## src/rtl/prim_assembly_rx.sv

```systemverilog
// Purpose: collects 12-word triangles from the vertex FIFO, computes area and bbox, culls, and hands surviving triangles to the rasterizer.
// Latency: tri_valid rises 4 cycles after the edge that accepts word 11; at most one triangle every 17 cycles.
// Backpressure: FIFO ready is low outside COLLECT; tri_* and bbox_* hold while tri_valid && !tri_ready.
module prim_assembly_rx #(
  parameter int SCREEN_W  = 800,
  parameter int SCREEN_H  = 600,
  parameter int COORD_W   = 16,
  parameter bit CULL_BACK = 1'b1
) (
  input  logic                   pll_clock,
  input  logic                   sys_reset,
  input  logic                   prim_assembly_fifo_out_valid,
  input  logic [31:0]            prim_assembly_fifo_out_data,
  output logic                   prim_assembly_fifo_out_ready,
  output logic                   tri_valid,
  input  logic                   tri_ready,
  output logic [3*COORD_W-1:0]   tri_x,
  output logic [3*COORD_W-1:0]   tri_y,
  output logic [95:0]            tri_z,
  output logic [2*COORD_W+2:0]   tri_area,
  output logic [COORD_W-1:0]     bbox_xmin,
  output logic [COORD_W-1:0]     bbox_xmax,
  output logic [COORD_W-1:0]     bbox_ymin,
  output logic [COORD_W-1:0]     bbox_ymax,
  output logic [15:0]            culled_count
);

  // Delta width holds the difference of two COORD_W values; the products and
  // their difference grow from there.
  localparam int DW = COORD_W + 1;
  localparam int PW = 2 * DW;
  localparam int AW = 2 * COORD_W + 3;

  localparam logic signed [31:0]        SAT_HI = 32'((1 << (COORD_W - 1)) - 1);
  localparam logic signed [31:0]        SAT_LO = 32'(-(1 << (COORD_W - 1)));
  localparam logic signed [COORD_W-1:0] XLIM   = COORD_W'(SCREEN_W - 1);
  localparam logic signed [COORD_W-1:0] YLIM   = COORD_W'(SCREEN_H - 1);
  localparam logic signed [COORD_W-1:0] CZERO  = '0;

  typedef enum logic [2:0] {
    ST_COLLECT,
    ST_DIFF,
    ST_MUL,
    ST_AREA,
    ST_DECIDE,
    ST_OUT
  } state_e;

  state_e state_q, state_d;
  logic [3:0]  widx_q, widx_d;
  logic        rdy_q, rdy_d;
  logic        tvld_q, tvld_d;
  logic [15:0] culled_q, culled_d;

  logic signed [COORD_W-1:0] x_q [3];
  logic signed [COORD_W-1:0] y_q [3];
  logic [31:0]               z_q [3];

  logic signed [DW-1:0]      dx1_q, dy1_q, dx2_q, dy2_q;
  logic signed [COORD_W-1:0] xmin_raw_q, xmax_raw_q, ymin_raw_q, ymax_raw_q;
  logic signed [PW-1:0]      p1_q, p2_q;
  logic signed [AW-1:0]      area_q;
  logic [COORD_W-1:0]        bxmin_q, bxmax_q, bymin_q, bymax_q;

  logic       take;
  logic [1:0] vtx;
  logic [1:0] comp;
  logic       cull;

  function automatic logic signed [COORD_W-1:0] sat_coord(input logic signed [31:0] v);
    if (v > SAT_HI)      return SAT_HI[COORD_W-1:0];
    else if (v < SAT_LO) return SAT_LO[COORD_W-1:0];
    else                 return v[COORD_W-1:0];
  endfunction

  function automatic logic signed [COORD_W-1:0] min3(input logic signed [COORD_W-1:0] a,
                                                     input logic signed [COORD_W-1:0] b,
                                                     input logic signed [COORD_W-1:0] c);
    logic signed [COORD_W-1:0] m;
    m = (a < b) ? a : b;
    return (m < c) ? m : c;
  endfunction

  function automatic logic signed [COORD_W-1:0] max3(input logic signed [COORD_W-1:0] a,
                                                     input logic signed [COORD_W-1:0] b,
                                                     input logic signed [COORD_W-1:0] c);
    logic signed [COORD_W-1:0] m;
    m = (a > b) ? a : b;
    return (m > c) ? m : c;
  endfunction

  function automatic logic signed [DW-1:0] sub_ext(input logic signed [COORD_W-1:0] a,
                                                   input logic signed [COORD_W-1:0] b);
    return $signed({a[COORD_W-1], a}) - $signed({b[COORD_W-1], b});
  endfunction

  function automatic logic signed [PW-1:0] mul_ext(input logic signed [DW-1:0] a,
                                                   input logic signed [DW-1:0] b);
    return $signed({{DW{a[DW-1]}}, a}) * $signed({{DW{b[DW-1]}}, b});
  endfunction

  assign take = prim_assembly_fifo_out_valid && rdy_q;
  assign vtx  = widx_q[3:2];
  assign comp = widx_q[1:0];

  // Zero area, optional back-face, or a raw bbox entirely outside the viewport.
  assign cull = (area_q == '0)
             || (CULL_BACK && area_q[AW-1])
             || (xmax_raw_q < CZERO) || (xmin_raw_q > XLIM)
             || (ymax_raw_q < CZERO) || (ymin_raw_q > YLIM);

  // Control state register; reset discards any partial triangle.
  always_ff @(posedge pll_clock) begin
    if (sys_reset) begin
      state_q  <= ST_COLLECT;
      widx_q   <= 4'd0;
      rdy_q    <= 1'b1;
      tvld_q   <= 1'b0;
      culled_q <= 16'd0;
    end else begin
      state_q  <= state_d;
      widx_q   <= widx_d;
      rdy_q    <= rdy_d;
      tvld_q   <= tvld_d;
      culled_q <= culled_d;
    end
  end

  // Next-state, word index, handshake flags and cull counter.
  always_comb begin
    state_d  = state_q;
    widx_d   = widx_q;
    rdy_d    = rdy_q;
    tvld_d   = tvld_q;
    culled_d = culled_q;
    case (state_q)
      ST_COLLECT: begin
        if (take) begin
          if (widx_q == 4'd11) begin
            widx_d  = 4'd0;
            rdy_d   = 1'b0;
            state_d = ST_DIFF;
          end else begin
            widx_d = widx_q + 4'd1;
          end
        end
      end
      ST_DIFF:   state_d = ST_MUL;
      ST_MUL:    state_d = ST_AREA;
      ST_AREA:   state_d = ST_DECIDE;
      ST_DECIDE: begin
        if (cull) begin
          if (culled_q != 16'hFFFF) culled_d = culled_q + 16'd1;
          rdy_d   = 1'b1;
          state_d = ST_COLLECT;
        end else begin
          tvld_d  = 1'b1;
          state_d = ST_OUT;
        end
      end
      ST_OUT: begin
        if (tvld_q && tri_ready) begin
          tvld_d  = 1'b0;
          rdy_d   = 1'b1;
          state_d = ST_COLLECT;
        end
      end
      default: begin
        state_d = ST_COLLECT;
        widx_d  = 4'd0;
        rdy_d   = 1'b1;
        tvld_d  = 1'b0;
      end
    endcase
  end

  // Datapath pipeline: capture words, then one arithmetic step per state.
  always_ff @(posedge pll_clock) begin
    if (sys_reset) begin
      for (int i = 0; i < 3; i++) begin
        x_q[i] <= '0;
        y_q[i] <= '0;
        z_q[i] <= '0;
      end
      dx1_q      <= '0;
      dy1_q      <= '0;
      dx2_q      <= '0;
      dy2_q      <= '0;
      xmin_raw_q <= '0;
      xmax_raw_q <= '0;
      ymin_raw_q <= '0;
      ymax_raw_q <= '0;
      p1_q       <= '0;
      p2_q       <= '0;
      area_q     <= '0;
      bxmin_q    <= '0;
      bxmax_q    <= '0;
      bymin_q    <= '0;
      bymax_q    <= '0;
    end else begin
      if (state_q == ST_COLLECT && take) begin
        case (comp)
          2'd0:    x_q[vtx] <= sat_coord(prim_assembly_fifo_out_data);
          2'd1:    y_q[vtx] <= sat_coord(prim_assembly_fifo_out_data);
          2'd2:    z_q[vtx] <= prim_assembly_fifo_out_data;
          default: ;  // W is not needed downstream
        endcase
      end
      if (state_q == ST_DIFF) begin
        dx1_q      <= sub_ext(x_q[1], x_q[0]);
        dy1_q      <= sub_ext(y_q[1], y_q[0]);
        dx2_q      <= sub_ext(x_q[2], x_q[0]);
        dy2_q      <= sub_ext(y_q[2], y_q[0]);
        xmin_raw_q <= min3(x_q[0], x_q[1], x_q[2]);
        xmax_raw_q <= max3(x_q[0], x_q[1], x_q[2]);
        ymin_raw_q <= min3(y_q[0], y_q[1], y_q[2]);
        ymax_raw_q <= max3(y_q[0], y_q[1], y_q[2]);
      end
      if (state_q == ST_MUL) begin
        p1_q <= mul_ext(dx1_q, dy2_q);
        p2_q <= mul_ext(dx2_q, dy1_q);
      end
      if (state_q == ST_AREA) begin
        area_q  <= $signed({p1_q[PW-1], p1_q}) - $signed({p2_q[PW-1], p2_q});
        bxmin_q <= (xmin_raw_q < CZERO) ? CZERO : xmin_raw_q;
        bxmax_q <= (xmax_raw_q > XLIM)  ? XLIM  : xmax_raw_q;
        bymin_q <= (ymin_raw_q < CZERO) ? CZERO : ymin_raw_q;
        bymax_q <= (ymax_raw_q > YLIM)  ? YLIM  : ymax_raw_q;
      end
    end
  end

  assign prim_assembly_fifo_out_ready = rdy_q;
  assign tri_valid    = tvld_q;
  assign tri_x        = {x_q[2], x_q[1], x_q[0]};
  assign tri_y        = {y_q[2], y_q[1], y_q[0]};
  assign tri_z        = {z_q[2], z_q[1], z_q[0]};
  assign tri_area     = area_q;
  assign bbox_xmin    = bxmin_q;
  assign bbox_xmax    = bxmax_q;
  assign bbox_ymin    = bymin_q;
  assign bbox_ymax    = bymax_q;
  assign culled_count = culled_q;

endmodule

```

## config.mk

```make
export PLATFORM = sky130hd
export DESIGN_NAME = prim_assembly_rx
export DESIGN_NICKNAME = d
export VERILOG_FILES = /design/src/rtl/prim_assembly_rx.sv
export SDC_FILE = /design/constraint.sdc
export NUM_CORES = 2
export LEC_CHECK = 0
export CORE_AREA = 3 3 213 424
export DETAILED_ROUTE_END_ITERATION = 16
export DIE_AREA = 0 0 216 427
export PLACE_DENSITY_LB_ADDON = 0.15
export SLEW_MARGIN = 10
export SYNTH_ARGS = -nofsm -noshare
export SYNTH_HDL_FRONTEND = slang
export SYNTH_SLANG_ARGS = --single-unit
```

## constraint.sdc

```tcl
create_clock -name pll_clock -period 16.3 [get_ports pll_clock]
set_clock_uncertainty 0.05 [all_clocks]
set_input_delay 3.26 -clock pll_clock [delete_from_list [all_inputs] [get_ports pll_clock]]
set_output_delay 3.26 -clock pll_clock [all_outputs]
set_load 0.05 [all_outputs]
```

==> flow_summary.ini <==
[hold_path]
hold_class = reg -> reg

[floorplan]
placementRows = 153
die_w_um = 216
start_util_pct = 54.86
die_area_um2 = 92230
ios = 345
die_h_um = 427
coreArea_um2 = 87290

[synth]
synth_edf_count = 192
ys_types = 83
yosysWarningCount = 0
netlist_area_um2 = 47890
ys.flop_type = dfxtp_1
synth-async-reset-ratio_pct = 0
synth-seq-area-share_pct = 25.50
synth_area_per_cell_um2 = 9.054
ys_seq_elements = 514
synthCells = 5289

[final_layout]
areaGrowthSynthToFinish_pct = 12.93
instances_no_fill = 6696
layout_common_cells = inv_1 (756), nand2_1 (672), fa_1 (597), and2_1 (399), clkdlybuf4s50_1 (341)
layout_commonest_cell = inv_1
multi_input_area_um2 = 31920
drive_gt1_share_pct = 3.363
fillers = 7726
layout.nets = 6460
ff_latch_area_um2 = 12210

[pwr]
power_frac_comb_pct = 32.7
p_switching_mw = 1.660
ir_drop_mv = 0.1219
p_leak_nw = 24.42
p_int_mw = 2.591
seq_power_share_pct = 36.7
power.density_nw_per_um2 = 78.61
clkPwrFrac_pct = 30.6
switching_share_pct = 39.05

[worst_setup_path]
start_kind = register
endpoint = p1_q[31]$_SDFFE_PP0P_
crit_fanout = 18
crit_type = reg -> reg
reg2regPathDepth = 19
crit_top_cell = fa_1
path_cells = nand2_1, inv_1, fa_1, fa_1, fa_1, fa_1, fa_1, inv_1, fa_1, inv_1, ha_1, a21o_1, a21o_1, a21oi_1, nor2b_1, a211oi_1, nor2_1, o41ai_1, a21oi_1
end_kind = register
startpoint = dy2_q[3]$_SDFFE_PP0P_
r2r-start = dy2_q[3]$_SDFFE_PP0P_
crit_slowest_cell = fa_1
worst-r2r-setup-slack_ps = 9480
worstReg2RegEnd = p1_q[31]$_SDFFE_PP0P_
required_ps = 16750
slowest_delay_ps = 880
worstPathArrival_ps = 7270

[grt]
grt_antenna_before_repair = 7
grt_pass1_wl_um = 244300
grt_start_max_net_pins = 81
grt_pass1_vias = 41360
grt_overflow = 0
gr-usage-all-layers_pct = 35.34

[clocking]
insertion_delay_ps = 650
cts_sinks = 514
postCtsSetupBuffers = 0
root_buffer = clkbuf_16
postCtsHoldBufs = 0
cts_resized = 0
clk_pin_slew_ps = 90
cts_inserted_buffers = 49
htreeDepth = 2
cts_tree = done
clockBufferDepth = 3

[timing]
setup_violations = 0
hold_violations = 0
setup_slack_ps = 9478
slew_headroom_pct = 13.51
tightest_slew_ps = 1294
min_period_ps = 6822
tns_ps = 0
max_freq_mhz = 146.6
maxSlewViolCount = 0
rsz0062_at_grt = false
post-route-period-util_pct = 41.85

[routing]
initialDrtViolationCount = 2354
wl_per_cell_um = 24.25
drt_first_pass_iters = 7
drc = 0
viasPerCell = 5.872
ant_nets = 0
vias = 39320
totalWireLength_um = 162400

[placed_design]
place_ws_ps = 9455
port_buffers = 342
dpl.cell_count = 6600
gp_congestion = 1.017
dp_hpwl_um = 129400

[run]
maxCapViolCount = 0

[run_status]
status = complete, no violations
==> worst max-delay path, delay by kind of cell (launching register included) <==
family          cells  cell delay [ps]
compound gates      6             1400
fa+ha+maj           7             3810
buf+inv             3              220
simple gates        3              350
flops               1              810
==> final cells by class <==
cell class | instances | share of cell area (%)
inverters | 757 | 5.259
flip-flops and latches | 514 | 22.58
diodes | 3 | 0.01388
repair buffers | 395 | 7.112
multi-input cells | 3773 | 59.03
well taps | 1162 | 2.688
clock buffers | 61 | 2.582
clock inverters | 31 | 0.7311
==> cell usage after synthesis (all sizes together), types with 38 or more instances <==
cell type / instances / area (µm²)
nand4: 42 / 262.8
a21o: 78 / 585.6
nand3: 168 / 840.8
fa: 597 / 11950
o21ai: 197 / 986.0
a211oi: 38 / 285.3
nor2: 274 / 1028
xor2: 44 / 385.4
dfxtp: 322 / 6446
o211ai: 55 / 412.9
a21oi: 285 / 1426
nor3: 56 / 291.5
xnor2: 90 / 788.3
and2: 401 / 2511
clkbuf: 224 / 842.1
inv: 757 / 2841
nand2: 673 / 2526
edfxtp: 192 / 5766
ha: 337 / 4217
==> power groups by stage <==
stage	registers, mW	logic [mW]	clock network [mW]
CTS	1.56	1.37	1.31
detailed placement	1.58	1.36	0
finish	1.56	1.39	1.30
global route	1.57	1.49	1.35
floorplan	1.59	0.841	0
global placement	1.58	1.35	0
==> layer usage <==
metal | track usage [%] | part of all wire [%]
met1 | 34.09 | 32
met2 | 63.45 | 51
met5 | 0 | 0.014
met3 | 7.615 | 6.7
met4 | 30.47 | 11
==> flip-flops by register name (all words and copies together) (netlist names), 17 cells and up <==
name / flops
dx1_q: 17
dy2_q: 17
dx2_q: 17
x_q: 48
z_q: 96
dy1_q: 17
tri_area: 35
y_q: 48
p1_q: 34
p2_q: 34
==> per-stage QoR <==
step                      hold slack [ps]  area (µm²)  util (%)  power, mW
final                               402.4       54080     61.95      4.251
after detailed placement            394.5       52250     59.85      2.941
after global routing                414.5       54070     61.94      4.415
after floorplan                     381.9       47890         -      2.431
after CTS                           403.0       54040     61.91      4.233
after global placement              388.5       52250     59.85      2.931
==> worst min-delay path by stage <==
stage | slack, ps | end | cells after the start | startpoint
floorplan | 380 | p2_q[15]$_SDFFE_PP0P_ | 2 | p2_q[15]$_SDFFE_PP0P_
global placement | 390 | bbox_ymin[1]$_SDFFE_PP0P_ | 2 | bbox_ymin[1]$_SDFFE_PP0P_
detailed placement | 390 | bbox_xmin[2]$_SDFFE_PP0P_ | 2 | bbox_xmin[2]$_SDFFE_PP0P_
CTS | 400 | p2_q[25]$_SDFFE_PP0P_ | 2 | p2_q[25]$_SDFFE_PP0P_
global route | 410 | p2_q[6]$_SDFFE_PP0P_ | 2 | p2_q[6]$_SDFFE_PP0P_
finish | 400 | p2_q[6]$_SDFFE_PP0P_ | 2 | p2_q[6]$_SDFFE_PP0P_
==> kinds of logic after synthesis <==
group	Yosys count	synth area share, %
and+or+nand+nor	1830	18.67
buffers and inverters	1003	7.943
adders and majority gates	934	33.76
AOI/OAI and AO/OA	845	11.08
DFF	514	25.50
xor gates and xnor gates	134	2.451
muxes	28	0.5879
other	1	0.007831
No activity file was read; power rests on OpenSTA's default activity.
